`src/rtl/mmio_timer.sv`:
```
// rtl/mmio_timer.sv - memory-mapped 64-bit timer with prescaler, compare and interrupt
module mmio_timer #(
   parameter int PRESCALE_W = 16
) (
   input  logic         clk,
   input  logic         rst,
   input  logic         we,
   input  logic [2:0]   wsel,
   input  logic [255:0] mem_wd,
   output logic [255:0] mem_rd,
   output logic         irq
);

   logic [63:0]           mtime;
   logic [63:0]           mtimecmp;
   logic                  en;
   logic                  ie;
   logic                  pending;
   logic [PRESCALE_W-1:0] div;
   logic [PRESCALE_W-1:0] pcnt;
   logic [31:0]           wd;
   logic                  tick;
   logic                  cmp_hit;

   assign wd      = mem_wd[{wsel, 5'b00000} +: 32];
   assign tick    = en && (pcnt == div);
   assign cmp_hit = (mtime >= mtimecmp);

   // Write cases come after the count update so a same-edge write to a
   // time half overrides the increment; other writes leave it in place.
   always_ff @(posedge clk or posedge rst) begin
      if (rst) begin
         mtime    <= '0;
         mtimecmp <= '1;
         en       <= 1'b0;
         ie       <= 1'b0;
         div      <= '0;
         pcnt     <= '0;
         pending  <= 1'b0;
         irq      <= 1'b0;
      end else begin
         pending <= cmp_hit;
         irq     <= ie & cmp_hit;
         if (tick) begin
            mtime <= mtime + 64'd1;
            pcnt  <= '0;
         end else if (en) begin
            pcnt <= pcnt + PRESCALE_W'(1);
         end
         if (we) begin
            case (wsel)
               3'd0: begin
                  mtime <= {mtime[63:32], wd};
                  pcnt  <= '0;
               end
               3'd1: begin
                  mtime <= {wd, mtime[31:0]};
                  pcnt  <= '0;
               end
               3'd2: mtimecmp[31:0]  <= wd;
               3'd3: mtimecmp[63:32] <= wd;
               3'd4: begin
                  en <= wd[0];
                  ie <= wd[1];
               end
               3'd6: begin
                  div  <= wd[PRESCALE_W-1:0];
                  pcnt <= '0;
               end
               default: ;
            endcase
         end
      end
   end

   always_comb begin
      mem_rd          = '0;
      mem_rd[31:0]    = mtime[31:0];
      mem_rd[63:32]   = mtime[63:32];
      mem_rd[95:64]   = mtimecmp[31:0];
      mem_rd[127:96]  = mtimecmp[63:32];
      mem_rd[159:128] = {30'd0, ie, en};
      mem_rd[191:160] = {30'd0, en, pending};
      mem_rd[223:192] = 32'(div);
   end

endmodule

```
`config.mk`:
```
export PLATFORM = sky130hd
export DESIGN_NAME = mmio_timer
export DESIGN_NICKNAME = d
export VERILOG_FILES = /design/src/rtl/mmio_timer.sv
export SDC_FILE = /design/constraint.sdc
export NUM_CORES = 1
export LEC_CHECK = 0
export CAP_MARGIN = 20
export CORE_UTILIZATION = 30
export CTS_BUF_LIST = sky130_fd_sc_hd__clkbuf_4 sky130_fd_sc_hd__clkbuf_8
export CTS_CLUSTER_SIZE = 40
export DETAILED_ROUTE_END_ITERATION = 10
export GPL_TIMING_DRIVEN = 1
export PLACE_DENSITY = 0.64
export SYNTH_ARGS = -nofsm -noshare
export SYNTH_HDL_FRONTEND = slang
export SYNTH_SLANG_ARGS = --single-unit
export TNS_END_PERCENT = 1
```
`constraint.sdc`:
```
create_clock -name clk -period 6.2 [get_ports clk]
set_input_delay 1.24 -clock clk [delete_from_list [all_inputs] [get_ports clk]]
set_output_delay 1.24 -clock clk [all_outputs]
set_load 0.03 [all_outputs]
```
==> results of run 1 <==
[registers in the layout, summed over array words and instances, names as in the netlist]
| name | flops |
|---|---|
| en | 1 |
| irq | 1 |
| ie | 1 |
| mtimecmp | 64 |
| pending | 1 |
| div | 16 |
| pcnt | 16 |
| mtime | 64 |
[stage by stage]
| stage | hold slack [ns] | total power, mW | util [%] | setup slack (ns) | instance area, µm² |
|---|---|---|---|---|---|
| floorplan | 0.4781 | 2.959 | - | 0.6326 | 12580 |
| global placement | 0.4776 | 3.889 | 40.79 | 1.847 | 16280 |
| global route | 0.5074 | 4.933 | 41.71 | 2.161 | 16650 |
| detailed placement | 0.4825 | 3.939 | 40.79 | 1.782 | 16280 |
| finish | 0.4920 | 4.659 | 41.71 | 2.385 | 16650 |
| CTS | 0.4969 | 4.686 | 41.68 | 2.310 | 16640 |
[worst reg2reg max path, cell delays in order, from the launching register on]
cell	delay [ns]
dfstp_2	0.56
inv_1	0.05
ha_1	0.29
nand4_1	0.17
nor4_1	0.64
nand2_1	0.36
nor3b_1	0.44
nor4_1	0.15
o211ai_1	0.22
and2_1	0.18
[cell families after synthesis]
family | share of synthesized area (%)
xor+xnor | 2.301
simple gates | 16.26
compound gates | 14.22
flops | 34.34
buf+inv | 11.58
other cells | 0.03078
mux | 14.48
fa+ha+maj | 6.778
[report_power, final]
group	total [mW]	leakage, nW	internal (mW)	switching, mW
Combinational	2.25	4.82	0.930	1.32
Sequential	1.67	1.85	1.36	0.313
Clock	0.740	0.186	0.297	0.443
[routing by layer]
| layer | track usage [%] | vias to the layer above | routed length, µm |
|---|---|---|---|
| met5 | 0 | - | 13 |
| li1 | - | 5215 | - |
| met3 | 6.184 | 68 | 4127 |
| met1 | 30.94 | 5658 | 21010 |
| met2 | 43.65 | 554 | 26090 |
| met4 | 8.029 | 2 | 1493 |
[final timing paths]
path	from	to
worst max-delay path	wsel[0]	mtime[39]$_DFFE_PP0P_
worst min-delay path	mtimecmp[33]$_DFFE_PP1P_	mtimecmp[33]$_DFFE_PP1P_
worst max register to register	mtimecmp[57]$_DFFE_PP1P_	irq$_DFF_PP0_
worst min register to register	mtimecmp[33]$_DFFE_PP1P_	mtimecmp[33]$_DFFE_PP1P_
max in group asynchronous	rst	mtimecmp[22]$_DFFE_PP1P_
min in group asynchronous	rst	mtime[46]$_DFFE_PP0P_
[layout make-up]
type	instances	share of cell area (%)
antenna	2	0.03006
clock buffer	19	1.533
clock inverter	13	0.6012
inverter	78	1.789
multi-input combinational	974	42.11
sequential	164	25.13
tap	525	3.946
timing repair buffer	420	24.86
[synthesized netlist by cell type, types with 32 or more instances]
cell / count / area share, %
dfstp_2: 64 / 14
nand3_1: 34 / 1.4
mux2i_1: 42 / 3.5
nor2_1: 93 / 2.9
mux4_2: 57 / 11
buf_4: 113 / 7.0
inv_1: 78 / 2.4
ha_1: 66 / 6.8
a21oi_1: 85 / 3.5
nor3_1: 33 / 1.4
nand2_1: 114 / 3.5
clkbuf_1: 41 / 1.3
o21ai_0: 80 / 3.3
nand4_1: 32 / 1.6
dfrtp_1: 100 / 21
==> run metrics, run 1 <==
status finished, final reports clean; area occupied by multi-input gates 7010 µm²; total CTS buffers 17; # Post-CTS Setup Buffers 0; Worst setup SP type input pin; Worst-Margin Slew 1.211 ns; port bufs 398; RSZ-0062 raised after global routing false; power density over cell area 279.8 nW/µm²; antenna violations before repair 5; share of cells above drive strength 1 12.59%; Distinct cells, synth just over 80; max frequency 0.2621 GHz; commonest non-fill, non-tap cell in the layout clkdlybuf4s50_1; synthesized area approximately 12000 µm²; DR pass1 iterations 5; Initial Utilization 30.52%; WS Path Type input pin to register; crit path buf inv count 2; Critical Path Sink Type register; ys flop type dfrtp_1; hold crit path type register to register; Post-synth EDFFs 0; Post-Route WL 52.73 mm; Vias ~11000; CTS max path bufs 2; VDD IR max 0.1195 mV; Critical Path Max Stage Delay 0.81 ns; sequential area share after synthesis 34.34%; final hold violation count 0; commonest cells after routing, fill and taps aside clkdlybuf4s50_1 (395), nand2_1 (114), conb_1 (108); grt total ovfl 0; WP depth 5; first-pass GRT wire length 76.05 mm; Die ar. between 40000 and 50000 µm²; die height 203.5 µm; Final Non-Filler Cells 2195; DIE WIDTH 203.5 µm; leakage 6.855 nW; max-slew violations 0; WP data arrival 4.14 ns; H-tree levels 4; slew margin rel. 18.15%; period utilisation layout about 62%; sequential cell area roughly 4200 µm²; CTS tree built; Layout Nets slightly below 2000; DRC viols 0; Worst path most repeated cell buf_4; root buf cell clkbuf_8; Reg2Reg Depth 9; GPL Wtd Cong 0.9130; largest net degree at the start of global routing slightly above 90; worst-path maximum fanout 43; Crit path required time 6.52 ns; Synth async-reset ratio 100.0%; Clock Pin Slew Worst Setup and Hold Paths 0.10 ns; Post-CTS Resized 0; row count 73; Fill cells approximately 3900; post-DR wirelength/cell 24.02 µm; setup tns final 0 ns; Setup Viol. Count Final 0; Skew-Pair Late Insertion Delay 0.49 ns; Synth Warn # 0; CP cell instances buf_4, buf_4, mux4_2, mux2i_1, a221oi_1; synth-to-layout area growth 36.65%; Gate Count Post-Synth between 1000 and 1500; Inst Count DP 2160; number of primary I/O pins between 500 and 600; dpl hpwl 42.15 mm; worst hold path stage count 2; Core ar. approximately 40000 µm²; FF+latch count, synth 164; cts hold-fix bufs 0; Clock Sinks 164; clk_skew 0.01354 ns; Initial DRC Count roughly 1100; vias in the first global route between 10000 and 15000; Vias/cell 5.238; Avg Inst Size Synth 9.503 µm²; cell family with most CP delay multiplexers; max_cap viols 0; total track usage 25.34%; min Tclk post-route 3.815 ns; CP max-delay cell mux2i_1; r2r setup slk 3.10 ns; Post-DRT Antenna Nets 0
(Power assumes the default switching activity.)
==> run 2, diff against run 1 <==
clock period = 4 ns   (was 6.2 ns; I/O delays follow)
==> run 2 against run 1 <==
Against the previous run: cell count is 1.5% higher; highest routed layer is now met4; core utilization up 0.94 points; register-to-register slack got worse by 2.4 ns.
==> run metrics, run 2 (synthesis results as in run 1) <==
Initial Utilization 30.52%; Clock Pin Slew Worst Setup and Hold Paths 0.11 ns; Crit path required time 4.45 ns; slew margin rel. a little over a third; total CTS buffers 17; Post-CTS Resized 0; H-tree levels 4; Final Total Pwr ~7.6 mW; synth-to-layout area growth 39.75%; Worst setup SP type register; Clock Sinks 164; port bufs 398; vias in the first global route 11120; setup tns final 0 ns; Worst path most repeated cell nor4_1; Vias/cell 5.238; root buf cell clkbuf_8; number of primary I/O pins 519; total track usage 25.68%; final hold violation count 0; Final Util 42.65%; Worst-Margin Slew 0.9549 ns; row count 73; cts hold-fix bufs 0; antenna violations before repair 9; Setup Viol. Count Final 0; Reg2Reg Depth 9; WS Path Type register to register; CP cell instances inv_1, ha_1, nand4_1, nor4_1, nand2_1, nor3b_1, nor4_1, o211ai_1, and2_1; Die ar. 41420 µm²; hold_ws 0.4907 ns; WP data arrival 3.71 ns; dpl hpwl 43.20 mm; grt total ovfl 0; Core ar. approximately 40000 µm²; final setup margin 0.7407 ns; CTS tree built; min Tclk post-route 3.259 ns; RSZ-0062 raised after global routing false; largest net degree at the start of global routing 88; max frequency 0.3068 GHz; crit path buf inv count 1; DR pass1 iterations 6; Layout Nets 2013; Skew-Pair Late Insertion Delay ~0.51 ns; WP depth 9; CP max-delay cell nor4_1; Initial DRC Count 1050; commonest non-fill, non-tap cell in the layout clkdlybuf4s50_1; Post-Route WL roughly 54 mm; hold crit path type register to register; share of cells above drive strength 1 14.13%; first-pass GRT wire length just under 80 mm; Critical Path Sink Type register; period utilisation layout 81.48%; pre-CTS WS about 0.74 ns; max-slew violations 0; Top Registers mtime x64, mtimecmp x64; Vias approximately 12000; GPL Wtd Cong 0.9461; DRC viols 0; worst hold path stage count 2; cell family with most CP delay simple AND/OR/NAND/NOR gates; Fill cells 3888; VDD IR max 0.1910 mV; Critical Path Max Stage Delay 0.79 ns; CTS max path bufs 2; post-DR wirelength/cell 24.28 µm; DIE WIDTH 203.5 µm; power density over cell area around 440 nW/µm²; leakage 7.054 nW; # Post-CTS Setup Buffers 0; die height 203.5 µm; Post-DRT Antenna Nets 0; commonest cells after routing, fill and taps aside clkdlybuf4s50_1 (395), nand2_1 (114), conb_1 (108); clk_skew 0.02406 ns; max_cap viols 0; worst-path maximum fanout 3; status finished, final reports clean
run 2: cell count changes in the layout (fill, tap and decap cells not counted):
cell        change
clkinv_2        -3
bufinv_16       +4
clkbuf_4        +1
buf_4          +25
nor2_4          -1
clkinvlp_4      +1
nor2_2          +1
diode_2         +2
clkbuf_8        -1
clkinv_4        -2
buf_12          +5
run 2: cell type report:
| cell class | count | area [µm²] | area share, % |
|---|---|---|---|
| sequential | 164 | 4184 | 24.58 |
| antenna | 4 | 10.01 | 0.05879 |
| timing repair buffer | 450 | 4427 | 26.00 |
| clock buffer | 19 | 249.0 | 1.462 |
| inverter | 78 | 296.5 | 1.742 |
| clock inverter | 13 | 196.4 | 1.154 |
| tap | 525 | 656.9 | 3.858 |
| multi-input combinational | 974 | 7005 | 41.15 |
run 2: worst reg2reg max path: stages (launching register included):
cell      delay, ns
dfstp_2        0.55
inv_1          0.04
ha_1           0.29
nand4_1        0.16
nor4_1         0.79
nand2_1        0.39
nor3b_1        0.46
nor4_1         0.14
o211ai_1       0.22
and2_1         0.18
run 2: worst paths after layout:
kind / to / slack [ns] / start
max: irq$_DFF_PP0_ / 0.74 / mtimecmp[61]$_DFFE_PP1P_
max reg2reg: irq$_DFF_PP0_ / 0.74 / mtimecmp[61]$_DFFE_PP1P_
min reg2reg: mtimecmp[46]$_DFFE_PP1P_ / 0.49 / mtimecmp[46]$_DFFE_PP1P_
min: mtimecmp[46]$_DFFE_PP1P_ / 0.49 / mtimecmp[46]$_DFFE_PP1P_
max in group asynchronous: mtimecmp[8]$_DFFE_PP1P_ / 2.51 / rst
min in group asynchronous: mtimecmp[51]$_DFFE_PP1P_ / 0.94 / rst
run 2: metal layers:
layer  vias up  share of wire (%)  global-route usage, %
met3        52                8.1                  6.296
met5         -                  0                      0
met2       565                 50                  44.28
li1       5290                  -                      -
met4         0                2.2                  7.546
met1      5758                 40                  31.53
run 2: metrics by stage:
step	cell area (µm²)	instances
CTS	17020	2223
global route	17020	2225
global placement	16570	2191
finish	17030	2227
floorplan	12590	1389
detailed placement	16570	2191
run 2: power by group:
group | switching [mW] | leakage [nW] | total, mW | internal, mW
Clock | 0.704 | 0.224 | 1.41 | 0.706
Combinational | 2.06 | 4.98 | 3.54 | 1.48
Sequential | 0.495 | 1.85 | 2.60 | 2.10
Total | 3.26 | 7.05 | 7.55 | 4.29
